### config.mk
export PLATFORM = sky130hd
export DESIGN_NAME = subtractor_32_seq_flat
export DESIGN_NICKNAME = d
export VERILOG_FILES = /design/src/rtl/alu_pkg.sv /design/src/rtl/subtractor_32_seq_if.sv /design/src/rtl/subtractor_32_seq_sub_digit.sv /design/src/rtl/subtractor_32_seq.sv /design/src/flat_wrapper.sv
export SDC_FILE = /design/constraint.sdc
export NUM_CORES = 1
export LEC_CHECK = 0
export CAP_MARGIN = 20
export CELL_PAD_IN_SITES_DETAIL_PLACEMENT = 0
export CELL_PAD_IN_SITES_GLOBAL_PLACEMENT = 2
export CORE_UTILIZATION = 27
export DETAILED_ROUTE_END_ITERATION = 10
export PLACE_DENSITY_LB_ADDON = 0.25
export SLEW_MARGIN = 20
export SYNTH_ARGS = -nofsm -noshare
export SYNTH_HDL_FRONTEND = slang
export SYNTH_SLANG_ARGS = --single-unit
### constraint.sdc
create_clock -name clk -period 2.21 [get_ports clk]
set_clock_uncertainty 0.15 [all_clocks]
set_input_delay 0.3315 -clock clk [delete_from_list [all_inputs] [get_ports clk]]
set_output_delay 0.3315 -clock clk [all_outputs]
set_load 0.02 [all_outputs]
### src/rtl/alu_pkg.sv
// Shared ALU definitions: operand width, sequencer states and digit-count helper.
package alu_pkg;

    localparam int unsigned WORD_W = 32;

    typedef enum logic [1:0] {
        IDLE = 2'd0,
        RUN  = 2'd1,
        FIN  = 2'd2
    } state_t;

    // Number of digit cycles needed to cover a full word.
    function automatic int unsigned digit_count(input int unsigned digit_w);
        return WORD_W / digit_w;
    endfunction

endpackage

### src/rtl/subtractor_32_seq_if.sv
// Request/response bundle for the sequential subtractor.
interface subtractor_32_seq_if;
    import alu_pkg::*;

    logic              start;
    logic [WORD_W-1:0] a;
    logic [WORD_W-1:0] b;
    logic              b_in;
    logic              busy;
    logic              done;
    logic [WORD_W-1:0] d;
    logic              b_out;
    logic              v;

    modport master (
        output start, a, b, b_in,
        input  busy, done, d, b_out, v
    );

    modport slave (
        input  start, a, b, b_in,
        output busy, done, d, b_out, v
    );

endinterface

### src/rtl/subtractor_32_seq_sub_digit.sv
// Combinational DIGIT_W-wide subtract with borrow in/out.
module sub_digit #(
    parameter int unsigned DIGIT_W = 4
) (
    input  logic [DIGIT_W-1:0] x,
    input  logic [DIGIT_W-1:0] y,
    input  logic               bin,
    output logic [DIGIT_W-1:0] diff,
    output logic               bout
);

    logic [DIGIT_W:0] full;

    // The extra top bit goes to 1 exactly when the digit result underflows.
    assign full = {1'b0, x} - {1'b0, y} - (DIGIT_W+1)'(bin);
    assign diff = full[DIGIT_W-1:0];
    assign bout = full[DIGIT_W];

endmodule

### src/rtl/subtractor_32_seq.sv
// Digit-serial 32-bit subtractor with borrow: d = a - b - b_in, LSB digit first.
module subtractor_32_seq
    import alu_pkg::*;
#(
    parameter int unsigned DIGIT_W = 4
) (
    input  logic                clk,
    input  logic                rst,
    subtractor_32_seq_if.slave  bus
);

    localparam int unsigned N     = digit_count(DIGIT_W);
    localparam int unsigned CNT_W = $clog2(N) + 1;

    state_t             state_q, state_n;
    logic [WORD_W-1:0]  a_q, a_n, b_q, b_n, part_q, part_n, d_q, d_n;
    logic               borrow_q, borrow_n, b_out_q, b_out_n, v_q, v_n;
    logic               a_msb_q, a_msb_n, b_msb_q, b_msb_n;
    logic [CNT_W-1:0]   cnt_q, cnt_n;
    logic               busy_q, done_q;

    logic [DIGIT_W-1:0]        diff;
    logic                      dig_borrow;
    logic [WORD_W+DIGIT_W-1:0] shifted;

    sub_digit #(.DIGIT_W(DIGIT_W)) u_digit (
        .x    (a_q[DIGIT_W-1:0]),
        .y    (b_q[DIGIT_W-1:0]),
        .bin  (borrow_q),
        .diff (diff),
        .bout (dig_borrow)
    );

    // New digit enters at the MSB end; older digits slide toward bit 0.
    assign shifted = {diff, part_q};

    // Next-state and datapath next values.
    always_comb begin
        state_n  = state_q;
        a_n      = a_q;
        b_n      = b_q;
        part_n   = part_q;
        borrow_n = borrow_q;
        cnt_n    = cnt_q;
        a_msb_n  = a_msb_q;
        b_msb_n  = b_msb_q;
        d_n      = d_q;
        b_out_n  = b_out_q;
        v_n      = v_q;
        unique case (state_q)
            IDLE, FIN: begin
                state_n = IDLE;
                if (bus.start) begin
                    state_n  = RUN;
                    a_n      = bus.a;
                    b_n      = bus.b;
                    borrow_n = bus.b_in;
                    cnt_n    = '0;
                    part_n   = '0;
                    a_msb_n  = bus.a[WORD_W-1];
                    b_msb_n  = bus.b[WORD_W-1];
                end
            end
            RUN: begin
                a_n      = a_q >> DIGIT_W;
                b_n      = b_q >> DIGIT_W;
                part_n   = shifted[WORD_W+DIGIT_W-1:DIGIT_W];
                borrow_n = dig_borrow;
                cnt_n    = cnt_q + CNT_W'(1);
                if (cnt_q == CNT_W'(N - 1)) begin
                    state_n = FIN;
                    d_n     = part_n;
                    b_out_n = dig_borrow;
                    // Overflow uses the original sign bits, not the shifted operands.
                    v_n     = (a_msb_q != b_msb_q) && (part_n[WORD_W-1] != a_msb_q);
                end
            end
            default: state_n = IDLE;
        endcase
    end

    // State and datapath registers.
    always_ff @(posedge clk) begin
        if (rst) begin
            state_q  <= IDLE;
            a_q      <= '0;
            b_q      <= '0;
            part_q   <= '0;
            borrow_q <= 1'b0;
            cnt_q    <= '0;
            a_msb_q  <= 1'b0;
            b_msb_q  <= 1'b0;
            d_q      <= '0;
            b_out_q  <= 1'b0;
            v_q      <= 1'b0;
            busy_q   <= 1'b0;
            done_q   <= 1'b0;
        end else begin
            state_q  <= state_n;
            a_q      <= a_n;
            b_q      <= b_n;
            part_q   <= part_n;
            borrow_q <= borrow_n;
            cnt_q    <= cnt_n;
            a_msb_q  <= a_msb_n;
            b_msb_q  <= b_msb_n;
            d_q      <= d_n;
            b_out_q  <= b_out_n;
            v_q      <= v_n;
            busy_q   <= (state_n == RUN);
            done_q   <= (state_n == FIN);
        end
    end

    assign bus.busy  = busy_q;
    assign bus.done  = done_q;
    assign bus.d     = d_q;
    assign bus.b_out = b_out_q;
    assign bus.v     = v_q;

endmodule

### src/flat_wrapper.sv
// flat-port wrapper written by rule: the top's interface ports become plain ports
module subtractor_32_seq_flat import alu_pkg::*;
#(
    parameter int unsigned DIGIT_W = 4
)
  (clk, rst, bus_start, bus_a, bus_b, bus_b_in, bus_busy, bus_done, bus_d, bus_b_out, bus_v);
  subtractor_32_seq_if bus_i ();
  input  logic clk;
  input  logic rst;
  input wire logic [$bits(bus_i.start)-1:0] bus_start;
  input wire logic [$bits(bus_i.a)-1:0] bus_a;
  input wire logic [$bits(bus_i.b)-1:0] bus_b;
  input wire logic [$bits(bus_i.b_in)-1:0] bus_b_in;
  output wire logic [$bits(bus_i.busy)-1:0] bus_busy;
  output wire logic [$bits(bus_i.done)-1:0] bus_done;
  output wire logic [$bits(bus_i.d)-1:0] bus_d;
  output wire logic [$bits(bus_i.b_out)-1:0] bus_b_out;
  output wire logic [$bits(bus_i.v)-1:0] bus_v;
  assign bus_i.start = bus_start;
  assign bus_i.a = bus_a;
  assign bus_i.b = bus_b;
  assign bus_i.b_in = bus_b_in;
  assign bus_busy = bus_i.busy;
  assign bus_done = bus_i.done;
  assign bus_d = bus_i.d;
  assign bus_b_out = bus_i.b_out;
  assign bus_v = bus_i.v;
  subtractor_32_seq #(.DIGIT_W(DIGIT_W)) u_core (.clk(clk), .rst(rst), .bus(bus_i));
endmodule
==> results of run 1 <==
[logic make-up (layout without fill, tap and decap cells)]
| group | count (synthesis) | in the layout | share of synthesized area (%) |
|---|---|---|---|
| fa+ha+maj | 9 | 9 | 2.49 |
| buf+inv | 58 | 159 | 4.92 |
| compound gates | 196 | 196 | 24.0 |
| flops | 137 | 137 | 53.4 |
| simple gates | 188 | 188 | 14.7 |
| xor+xnor | 3 | 3 | 0.512 |
[worst reg2reg max path: cells and delay by family, from the launching register on]
family | cells | cell delay, ns
fa+ha+maj | 2 | 0.72
compound gates | 3 | 0.62
simple gates | 1 | 0.37
flops | 1 | 0.33
buf+inv | 2 | 0.09
[registers in the layout (all words and copies together) (netlist names)]
name              cells
u_core.bus.v          1
u_core.bus.done       1
u_core.borrow_q       1
u_core.bus.busy       1
u_core.part_q        28
u_core.b_q           32
u_core.bus.b_out      1
u_core.cnt_q          4
u_core.a_msb_q        1
u_core.state_q        2
u_core.b_msb_q        1
u_core.bus.d         32
u_core.a_q           32
[area by class of cell]
class	instances	area [um2]	share of cell area, %
clock inverters	13	191	2.68
repair buffers	118	1230	17.2
well taps	234	293	4.09
flip-flops and latches	137	2750	38.4
inverters	9	33.8	0.472
multi-input cells	396	2210	30.8
clock buffers	19	453	6.33
[what timing repair did]
item                                    CTS  global route
gates resized for setup                   2            11
pin swaps                                 2             4
endpoints found under the setup margin    5             7
hold endpoints to repair                  0             0
buffers inserted                          0             0
[cells in the final DEF (no fill, tap or decap), types with 7 or more instances in the layout]
cell	instances
nand2_1	121
buf_4	8
nor2_1	49
buf_12	7
a21oi_1	95
clkbuf_16	17
clkdlybuf4s50_1	102
a22oi_1	89
dfxtp_1	135
[per-stage QoR]
step | util, % | setup TNS (ns) | hold WS, ns
finish | 38.4 | -0.265 | 0.255
global route | 38.4 | -0.577 | 0.268
CTS | 38.2 | -0.334 | 0.246
detailed placement | 34.7 | -0.346 | 0.294
global placement | 34.7 | -0.234 | 0.293
floorplan | - | -0.0964 | 0.282
[power breakdown]
group	internal, mW	total (mW)	switching (mW)
Combinational	0.316	0.663	0.348
Sequential	2.57	2.63	0.0602
Clock	1.96	3.07	1.11
[worst max-delay path by stage]
| stage | end | startpoint | slack [ns] | depth (start not counted) |
|---|---|---|---|---|
| global placement | u_core.bus.v$_SDFFE_PP0P_ | u_core.b_q[0]$_SDFFE_PP0P_ | -0.12 | 8 |
| floorplan | u_core.bus.v$_SDFFE_PP0P_ | u_core.b_q[0]$_SDFFE_PP0P_ | -0.1 | 8 |
| finish | u_core.bus.v$_SDFFE_PP0P_ | u_core.b_q[0]$_SDFFE_PP0P_ | -0.16 | 8 |
| global route | u_core.bus.v$_SDFFE_PP0P_ | u_core.b_q[0]$_SDFFE_PP0P_ | -0.23 | 8 |
| CTS | u_core.bus.v$_SDFFE_PP0P_ | u_core.b_q[0]$_SDFFE_PP0P_ | -0.16 | 8 |
| detailed placement | u_core.bus.v$_SDFFE_PP0P_ | u_core.b_q[0]$_SDFFE_PP0P_ | -0.14 | 8 |
[routing by layer]
metal	vias to the layer above	GRT usage, %	share of wire, %
met5	-	0	0
met4	0	5.38	1.1
met3	12	4.21	4.7
met2	96	22.4	46
met1	2056	18.1	48
li1	2238	-	-
==> results.md, run 1 <==
* DR pass1 iterations at 6
* First-pass GRT wire length at 21800 um
* Vias at 4402
* Slew Viols, Final at 0
* Min-Delay Path Depth at 2
* CP Buf/Inv Count at 2
* Async SR Flop Fraction at 0%
* Gr usage total at 14.1%
* Worst Tran Pin Value at 0.605 ns
* Crit-path cells: inv_2 > fa_2 > inv_2 > ha_4 > o21a_1 > or3_4 > a211o_1 > a311oi_2
* Pre-CTS setup slack at -0.144 ns
* Mapped Area at 5130 um2
* Yosys cell types at 29
* Final min period at 2.37 ns
* IO buf count at 103
* Pwr Density at 889 nW/um2
* Core Area at 18600 um2
* CP max stage delay at 0.57 ns
* Max cap viols at 0
* Status: finished, violations left
* R2R Path Start: u_core.b_q[0]$_SDFFE_PP0P_
* WP data arrival at 2.55 ns
* Total gr overflow at 0
* Critical path required time at 2.39 ns
* Vias in the first global route at 4281
* Post-synth EDFFs at 0
* Die width at 140 um
* Clock transition at the registers of the reported paths at 0.06 ns
* Fin cells at 926
* Final hold vios at 0
* Startpoint types: register
* Static Leakage at 2.49 nW
* Initial DRC count at 202
* Most common cell in the synthesized netlist: dfxtp_1
* Slowest cell on crit path: fa_2
* Max-slew headroom at 59.7%
* Fillers at 1915
* Critical-path maximum fanout at 2
* Mapped Cells at 591
* # diodes at 0
* Post-synthesis sequential area ratio at 53.4%
* Crit path kind: register to register
* Ys flop type: dfxtp_1
* DRT antenna net count at 0
* Worst R2R End: u_core.bus.v$_SDFFE_PP0P_
* Period utilisation layout at 107%
* Post-DP HPWL at 8550 um
* Placed Instance Area at 6460 um2
* Hold Path Sink: u_core.a_q[29]$_SDFFE_PP0P_
* Fin nets at 756
* DRT Wirelength at 13100 um
* Post-synth top area cell: dfxtp_1
* Synth top area share at 53.4%
* Vias/cell at 4.75
* Final worst slack at -0.157 ns
* Clk sink count at 137
* Design area at 7160 um2
* Clock latency at the later pin of the worst-skew pair at 0.42 ns
* Most used cell, CP: inv_2
* Cells after DPL at 894
* Peak Freq at 0.422 GHz
* Synth warn at 0
* Cell family with the largest share of critical-path delay: adder cells
* Largest net degree at the start of global routing at 56
* Placer congestion estimate at 0.704
* Total CTS buffers at 17
* Commonest cells post-synth: dfxtp_1 (137), nand2_1 (121), a21oi_1 (97)
* Area growth syn-to-layout at 39.4%
* Number of synthesized register bits at 137
* Worst min path class: input port to register
* R2R Setup Slk at -0.16 ns
* Io pins at 104
* Routed len/inst at 14.2 um
* Final setup viols at 2
* Max IR drop VDD at 0.566 mV
* Total power draw at 6.36 mW
* R2R cell count at 8
* CTS Hold Bufs at 0
* FP Rows at 50
* Failing checks: setup timing
* Root Buffer: clkbuf_16
* Clk buf depth at 2
* Hold Crit Start: rst
* Share of post-route cells with drive strength above 1 at 9.68%
* Mean post-synth cell area at 8.69 um2
* Initial Util at 27.5%
* Die area at 19600 um2
* CP Capture Type: register
* Synth top area cells: dfxtp_1 (53%), a22oi_1 (13%), a21oi_1 (9.5%)
* Unrepaired setup endpoints after global routing: true
* CTS tree: done
* Mapped Nets at 668
* Initial antenna violation count at 0
* Drt drc at 0
* H-Tree Level Count at 4
* Chip height at 140 um
Power figures use the tool's default switching activity.
==> inputs of run 2 (changes only) <==
Settings changed: CAP_MARGIN 20 to not set.
==> results of run 2 <==
Same layout as run 1: the final DEF is identical, and so are final timing and power.
==> inputs of run 3 (changes only) <==
Settings changed: GPL_TIMING_DRIVEN set to 1.
==> results of run 3 <==
Same layout as run 1: the final DEF is identical, and so are final timing and power.
